**src/rtl/mult_eight_seq.sv**
```systemverilog
// Shift-and-add 8x8->16 unsigned multiplier sequencer time-sharing one 8-bit ripple adder.
// Optional macro MULT_EARLY_EXIT_EN: finish as soon as the remaining multiplier bits are all zero.

module add_eight (
  input  logic [7:0] i_a,
  input  logic [7:0] i_b,
  input  logic       i_cin,
  output logic [7:0] o_sum,
  output logic       o_cout
);
  logic [8:0] w_c;

  assign w_c[0] = i_cin;

  genvar g;
  generate
    for (g = 0; g < 8; g++) begin : g_fa
      assign o_sum[g]   = i_a[g] ^ i_b[g] ^ w_c[g];
      assign w_c[g+1]   = (i_a[g] & i_b[g]) | (w_c[g] & (i_a[g] ^ i_b[g]));
    end
  endgenerate

  assign o_cout = w_c[8];
endmodule

module mult_eight_seq #(
  parameter int WIDTH = 8,
  parameter int CNT_W = 3
) (
  input  logic               clk,
  input  logic               reset,
  input  logic               start,
  input  logic [WIDTH-1:0]   a,
  input  logic [WIDTH-1:0]   b,
  output logic               busy,
  output logic               done,
  output logic [2*WIDTH-1:0] product
);
  typedef enum logic [1:0] {S_IDLE, S_RUN, S_DONE} state_t;

  state_t               r_state, w_state_nxt;
  logic [WIDTH-1:0]     r_m, r_ph, r_pl;
  logic [WIDTH-1:0]     w_m_nxt, w_ph_nxt, w_pl_nxt;
  logic [CNT_W-1:0]     r_count, w_count_nxt;
  logic [2*WIDTH-1:0]   r_product, w_product_nxt;

  logic [WIDTH-1:0]     w_addend, w_sum;
  logic                 w_cout;

  // Only add the multiplicand when the current multiplier bit is set.
  assign w_addend = r_pl[0] ? r_m : '0;

  add_eight u_add (
    .i_a   (r_ph),
    .i_b   (w_addend),
    .i_cin (1'b0),
    .o_sum (w_sum),
    .o_cout(w_cout)
  );

`ifdef MULT_EARLY_EXIT_EN
  logic [CNT_W:0]       w_rem;
  logic [2*WIDTH-1:0]   w_early;
  logic [WIDTH-1:0]     w_mask;

  // Bits PL[WIDTH-1-count:0] still hold unprocessed multiplier bits.
  assign w_mask  = {WIDTH{1'b1}} >> r_count;
  assign w_rem   = (CNT_W+1)'(WIDTH) - {1'b0, r_count};
  assign w_early = {r_ph, r_pl} >> w_rem;
`endif

  always_ff @(posedge clk) begin
    if (reset) begin
      r_state   <= S_IDLE;
      r_m       <= '0;
      r_ph      <= '0;
      r_pl      <= '0;
      r_count   <= '0;
      r_product <= '0;
    end else begin
      r_state   <= w_state_nxt;
      r_m       <= w_m_nxt;
      r_ph      <= w_ph_nxt;
      r_pl      <= w_pl_nxt;
      r_count   <= w_count_nxt;
      r_product <= w_product_nxt;
    end
  end

  always_comb begin
    w_state_nxt   = r_state;
    w_m_nxt       = r_m;
    w_ph_nxt      = r_ph;
    w_pl_nxt      = r_pl;
    w_count_nxt   = r_count;
    w_product_nxt = r_product;
    case (r_state)
      S_IDLE: begin
        if (start) begin
          w_m_nxt     = a;
          w_pl_nxt    = b;
          w_ph_nxt    = '0;
          w_count_nxt = '0;
          w_state_nxt = S_RUN;
        end
      end
      S_RUN: begin
        // {cout,sum,PL} >> 1: carry enters PH msb, sum lsb enters PL msb.
        w_ph_nxt    = {w_cout, w_sum[WIDTH-1:1]};
        w_pl_nxt    = {w_sum[0], r_pl[WIDTH-1:1]};
        w_count_nxt = r_count + CNT_W'(1);
        if (r_count == CNT_W'(WIDTH - 1)) begin
          w_product_nxt = {w_ph_nxt, w_pl_nxt};
          w_state_nxt   = S_DONE;
        end
`ifdef MULT_EARLY_EXIT_EN
        else if ((r_pl & w_mask) == '0) begin
          w_ph_nxt      = w_early[2*WIDTH-1:WIDTH];
          w_pl_nxt      = w_early[WIDTH-1:0];
          w_product_nxt = w_early;
          w_state_nxt   = S_DONE;
        end
`endif
      end
      S_DONE: begin
        w_state_nxt = S_IDLE;
      end
      default: begin
        w_state_nxt = S_IDLE;
      end
    endcase
  end

  assign busy    = (r_state != S_IDLE);
  assign done    = (r_state == S_DONE);
  assign product = r_product;
endmodule

```
**config.mk**
```make
export PLATFORM = sky130hd
export DESIGN_NAME = mult_eight_seq
export DESIGN_NICKNAME = d
export VERILOG_FILES = /design/src/rtl/mult_eight_seq.sv
export SDC_FILE = /design/constraint.sdc
export NUM_CORES = 1
export LEC_CHECK = 0
export CAP_MARGIN = 40
export CORE_MARGIN = 1.5
export CORE_UTILIZATION = 35
export CTS_BUF_LIST = sky130_fd_sc_hd__clkbuf_2
export DETAILED_ROUTE_END_ITERATION = 8
export GPL_TIMING_DRIVEN = 0
export MAX_ROUTING_LAYER = met4
export PLACE_DENSITY = 0.62
export SETUP_SLACK_MARGIN = 0.05
export SYNTH_ARGS = -nofsm -noshare
export SYNTH_HDL_FRONTEND = slang
export SYNTH_SLANG_ARGS = --single-unit
```
**constraint.sdc**
```tcl
create_clock -name clk -period 6.13 [get_ports clk]
set_clock_uncertainty 0.1 [all_clocks]
set_input_delay 1.226 -clock clk [delete_from_list [all_inputs] [get_ports clk]]
set_output_delay 1.226 -clock clk [all_outputs]
set_load 0.02 [all_outputs]
```
==> results.toml, run 1 <==
[power_and_ir_drop]
p_comb_share_pct = 12.1
powerDensity_nw_per_um2 = 218
p_sw_share_pct = 25.8
p_clk_share_pct = 31.0
ir_drop_mv = 0.0834
p_leak_nw = 0.861
pwr-share-seq_pct = 56.9
p_sw_mw = 0.140
p_int_mw = 0.402

[critical_path]
endpoint_kind = "flip-flop"
start_kind = "flip-flop"
crit_family = "adder cells"
required_ns = 6.38
critPathKind = "flip-flop to flip-flop"
cp_common_cell = "fa_1"
cpPeakStageDelay_ns = 0.55
cp_slowest_cell = "fa_1"
path_buf_inv = 2
crit_chain = "clkbuf_1, and2_1, ha_1, inv_1, fa_1, fa_1, fa_1, fa_1, fa_1, fa_1, fa_1, o32ai_2"
crit_arrival_ns = 4.45
path_max_fanout = 9

[clock_tree]
root_buffer = "clkbuf_2"
cts-buffers-inserted = 5
path_clk_slew_ns = 0.24
clockBufferDepth = 2
cts.sinks = 45
postCtsHoldBufs = 0
insertion_delay_ns = 0.43
cts_setup_buffers = 0
cts_tree = "yes"
htree_levels = 2
post_cts_resized = 0

[timing]
post-route-period-util_pct = 68.5
relSlewSlack_pct = 66.9
hold_viol_final = 0
setup_violations = 0
rsz0062_at_grt = "no"
fin_setup_tns_ns = 0
fmax_mhz = 238
hold_ws_ns = 0.380
period_minus_slack_ns = 4.20
drv_slew = 0
worstMarginPinSlew_ns = 0.494

[synthesis]
netlist.area_leader.share_pct = 45.4
syn_inst = 172
yosysUniqueCellTypes = 30
synthTopCellsByArea = "dfxtp_1 45%, fa_1 7.1%, o32ai_2 5.7%"
syn_area_um2 = 1980
synth_area_leader_cell = "dfxtp_1"
ys_warn_count = 0
syn-num-nets = 201
seq_area_frac_synth_pct = 45.4
syn_area_per_cell_um2 = 11.5
synth-seq-cells = 45

[floorplan]
rows = 27
die_w_um = 78.3
die_h_um = 78.3
initial_core_util_pct = 36.3
core_area_um2 = 5470
dieArea_um2 = 6130
ios = 37

[global_routing]
grt_max_degree = 15
grt_pass1_wl_mm = 6.42
grt_overflow = 0
grt_pass1_vias = 1284
grt_use_total_pct = 14.1
antenna_found_initial = 0

[worst_hold_path]
worstHoldPathType = "flip-flop to flip-flop"

[final_layout]
fin_nets = 243
n_antenna_cell = 0
syn_to_final_growth_pct = 25.5
drive_gt1_share_pct = 19.5
final_area_um2 = 2490

[routing]
drt_pass1_iterations = 4
route.detailed.drc = 0
antenna_left = 0
routed_wl_mm = 3.91
wire_per_inst_um = 13.6
dr_total_vias = 1363
drtIter0Drc = 88
via_per_inst = 4.75

[placement]
place_congestion = 0.743
hpwl_mm = 2.77
dpl-instance-area_um2 = 2420
io_buffers = 35

[run]
maxCapViolCount = 0

[status]
status = "completed"
-- placed cells by master (no fill, tap or decap), drive strengths merged --
cell type | netlist | routed
clkbuf | 2 | 7
a31oi | 1 | 1
buf | 9 | 9
a211oi | 8 | 8
or2 | 1 | 1
clkdlybuf4s50 | 0 | 35
o21ba | 1 | 1
mux2i | 9 | 9
o2bb2ai | 9 | 9
nor3 | 1 | 1
fa | 7 | 7
a22o | 10 | 10
a21oi | 8 | 8
inv | 11 | 11
dfxtp | 45 | 45
nand2 | 24 | 24
nor2 | 10 | 10
o32ai | 7 | 7
ha | 3 | 3
bufinv | 0 | 1
clkinvlp | 0 | 1
nor3b | 2 | 2
and2 | 1 | 1
or3b | 2 | 2
mux2 | 1 | 1
clkinv | 0 | 1
-- worst register-to-register path: cells and delay by family (launching register included) --
family,cells,cell delay (ns)
AND/OR/NAND/NOR,1,0.20
adder cells (fa/ha/maj),8,3.02
AO/OA/AOI/OAI,1,0.08
flip-flops,1,0.36
buffers and inverters,2,0.36
-- final cells by class --
class,count,area (um2)
plain buffers,11,92.6
clock buffers,5,25.0
clock inverters,3,41.3
fillers,553,2980
inverters,11,43.8
multi-input cells,105,947
flip-flops and latches,45,901
well taps,72,90.1
repair buffers,35,350
-- synth_stat cells --
master / number
a211oi_2: 8
a21oi_1: 8
a22o_1: 10
a31oi_4: 1
and2_1: 1
buf_2: 2
buf_4: 1
buf_6: 6
clkbuf_1: 2
dfxtp_1: 45
fa_1: 7
ha_1: 3
inv_1: 9
inv_2: 1
inv_4: 1
mux2_2: 1
mux2i_1: 9
nand2_1: 23
nand2_4: 1
nor2_1: 9
nor2_2: 1
nor3_1: 1
nor3b_2: 1
nor3b_4: 1
o21ba_4: 1
o2bb2ai_1: 8
o2bb2ai_2: 1
o32ai_2: 7
or2_2: 1
or3b_1: 2
-- through the flow --
step	std cells	total power [mW]	util [%]	setup slack, ns
final	287	0.542	45.5	1.93
after global routing	287	0.568	45.5	1.75
after CTS	287	0.548	45.5	1.93
after detailed placement	279	0.380	44.3	1.94
after global placement	279	0.380	44.3	1.99
after floorplan	172	0.357	-	2.23
-- logic make-up after synthesis --
kind of cell | Yosys count | synth area share, %
simple gates | 41 | 10.3
flops | 45 | 45.4
fa+ha+maj | 10 | 8.95
buf+inv | 22 | 6.87
mux | 10 | 5.11
compound gates | 44 | 23.4
-- power groups by stage --
stage / combinational, mW / sequential, mW / clock (mW)
floorplan: 0.0450 / 0.312 / 0
global route: 0.0718 / 0.310 / 0.186
global placement: 0.0658 / 0.314 / 0
finish: 0.0654 / 0.308 / 0.168
CTS: 0.0667 / 0.308 / 0.173
detailed placement: 0.0664 / 0.314 / 0
-- path summary, 6_finish.rpt --
| kind | from | endpoint | slack, ns | depth (start not counted) |
|---|---|---|---|---|
| hold reg to reg | r_m[2] | r_m[2] | 0.38 | 2 |
| hold / removal | r_m[2] | r_m[2] | 0.38 | 2 |
| setup / recovery | r_pl[0] | r_ph[6] | 1.93 | 12 |
| setup reg to reg | r_pl[0] | r_ph[6] | 1.93 | 12 |
-- sequential cells by signal, summed over array words and instances (netlist names) --
| signal | count |
|---|---|
| r_pl | 8 |
| r_ph | 8 |
| r_state | 2 |
| product | 16 |
| r_m | 8 |
| r_count | 3 |
-- metal layers --
metal  track usage, %  share of wire, %
met5                -                 0
met4             5.89               1.9
met2             19.7                43
met3             3.37               4.1
met1             19.6                51
Note: power is estimated with default switching activity, not from simulation.
==> run 2, diff against run 1 <==
Clock period 6.13 ns to 4.32 ns, I/O delays scaled along.
==> results.toml, run 2 (synthesis results as in run 1) <==
[status]
status = "completed"

[timing]
post-route-period-util_pct = 94.7
period_minus_slack_ns = 4.09
fmax_mhz = 244
worstMarginPinSlew_ns = 0.491
setup_violations = 0
fin_setup_tns_ns = 0
hold_viol_final = 0
fin_ws_ns = 0.230
rsz0062_at_grt = "no"
relSlewSlack_pct = 67.1
drv_slew = 0

[clock_tree]
cts_tree = "yes"
insertion_delay_ns = 0.43
htree_levels = 2
root_buffer = "clkbuf_2"
clockBufferDepth = 2
path_clk_slew_ns = 0.24
cts_setup_buffers = 0
cts-buffers-inserted = 5
post_cts_resized = 0
cts.sinks = 45
postCtsHoldBufs = 0

[final_layout]
drive_gt1_share_pct = 19.6
fin_nets = 242
n_antenna_cell = 0
final_common_cell = "dfxtp_1"
post-route-util_pct = 45.5
fill_cells = 552
finalNonFillerCells = 286
layout_common_cells = "45 x dfxtp_1, 35 x clkdlybuf4s50_1, 23 x nand2_1, 10 x a22o_1"
largest_reg_flops = 16
syn_to_final_growth_pct = 25.3
multi_input_area_um2 = 947
ff_latch_area_um2 = 901

[placement]
place_ws_ns = 0.131
io_buffers = 35
hpwl_mm = 2.77
place_congestion = 0.743
dp_cells = 279

[critical_path]
required_ns = 4.57
path_max_fanout = 9
r2r_cells = 11
start_kind = "flip-flop"
critPathKind = "flip-flop to flip-flop"
crit_arrival_ns = 4.34
endpoint_kind = "flip-flop"

[routing]
drtIter0Drc = 92
dr_total_vias = 1361
wire_per_inst_um = 13.7
route.detailed.drc = 0
antenna_left = 0
drt_pass1_iterations = 4
routed_wl_mm = 3.92
via_per_inst = 4.76

[floorplan]
core_area_um2 = 5470
die_h_um = 78.3
initial_core_util_pct = 36.3
rows = 27
ios = 37
die_w_um = 78.3
dieArea_um2 = 6130

[global_routing]
grt_pass1_wl_mm = 6.42
grt_use_total_pct = 14.1
grt_overflow = 0
grt_max_degree = 15
grt_pass1_vias = 1284
antenna_found_initial = 0

[power_and_ir_drop]
powerDensity_nw_per_um2 = 309
p_leak_nw = 0.860
ir_drop_mv = 0.118
p_total_mw = 0.768

[worst_hold_path]
worstHoldPathType = "flip-flop to flip-flop"
hold_depth = 2

[run]
maxCapViolCount = 0
run 2: changes by cell type in the layout (fill, tap and decap cells not counted):
cell	delta
clkbuf_1	-1
run 2: path summary, 6_finish.rpt:
path | start | end | slack, ns
hold reg to reg | r_m[2] | r_m[2] | 0.38
hold / removal | r_m[2] | r_m[2] | 0.38
setup / recovery | r_pl[0] | r_ph[6] | 0.23
setup reg to reg | r_pl[0] | r_ph[6] | 0.23
run 2: metrics by stage:
| stage | area [um2] | hold WS, ns |
|---|---|---|
| 2_1_floorplan | 1980 | 0.332 |
| 3_3_place_gp | 2420 | 0.346 |
| 3_5_place_dp | 2420 | 0.351 |
| 4_1_cts | 2490 | 0.380 |
| 5_1_grt | 2490 | 0.401 |
| 6_report | 2490 | 0.376 |
run 2: layout make-up:
cell class | instances | area share, %
multi-input cells | 105 | 38.1
flip-flops and latches | 45 | 36.2
repair buffers | 35 | 14.1
well taps | 72 | 3.62
plain buffers | 10 | 3.57
inverters | 11 | 1.76
clock inverters | 3 | 1.66
clock buffers | 5 | 1.01
run 2: metal layers:
layer | GRT usage [%] | vias to the layer above | share of wire [%]
met5 | - | - | 0
met4 | 5.89 | 0 | 1.9
met3 | 3.37 | 8 | 3.5
met2 | 19.7 | 25 | 43
met1 | 19.6 | 638 | 52
li1 | - | 690 | -
run 2: worst max-delay path: stages, from the launching register on:
cell and delay [ns]:
dfxtp_1 0.56, and2_1 0.20, ha_1 0.14, inv_1 0.05, fa_1 0.37, fa_1 0.40, fa_1 0.39, fa_1 0.39
fa_1 0.39, fa_1 0.39, fa_1 0.55, o32ai_2 0.08
run 2: power breakdown:
| group | switching (mW) | internal, mW | total, mW |
|---|---|---|---|
| Combinational | 0.0450 | 0.0457 | 0.0907 |
| Sequential | 0.0100 | 0.429 | 0.439 |
| Clock | 0.142 | 0.0957 | 0.237 |
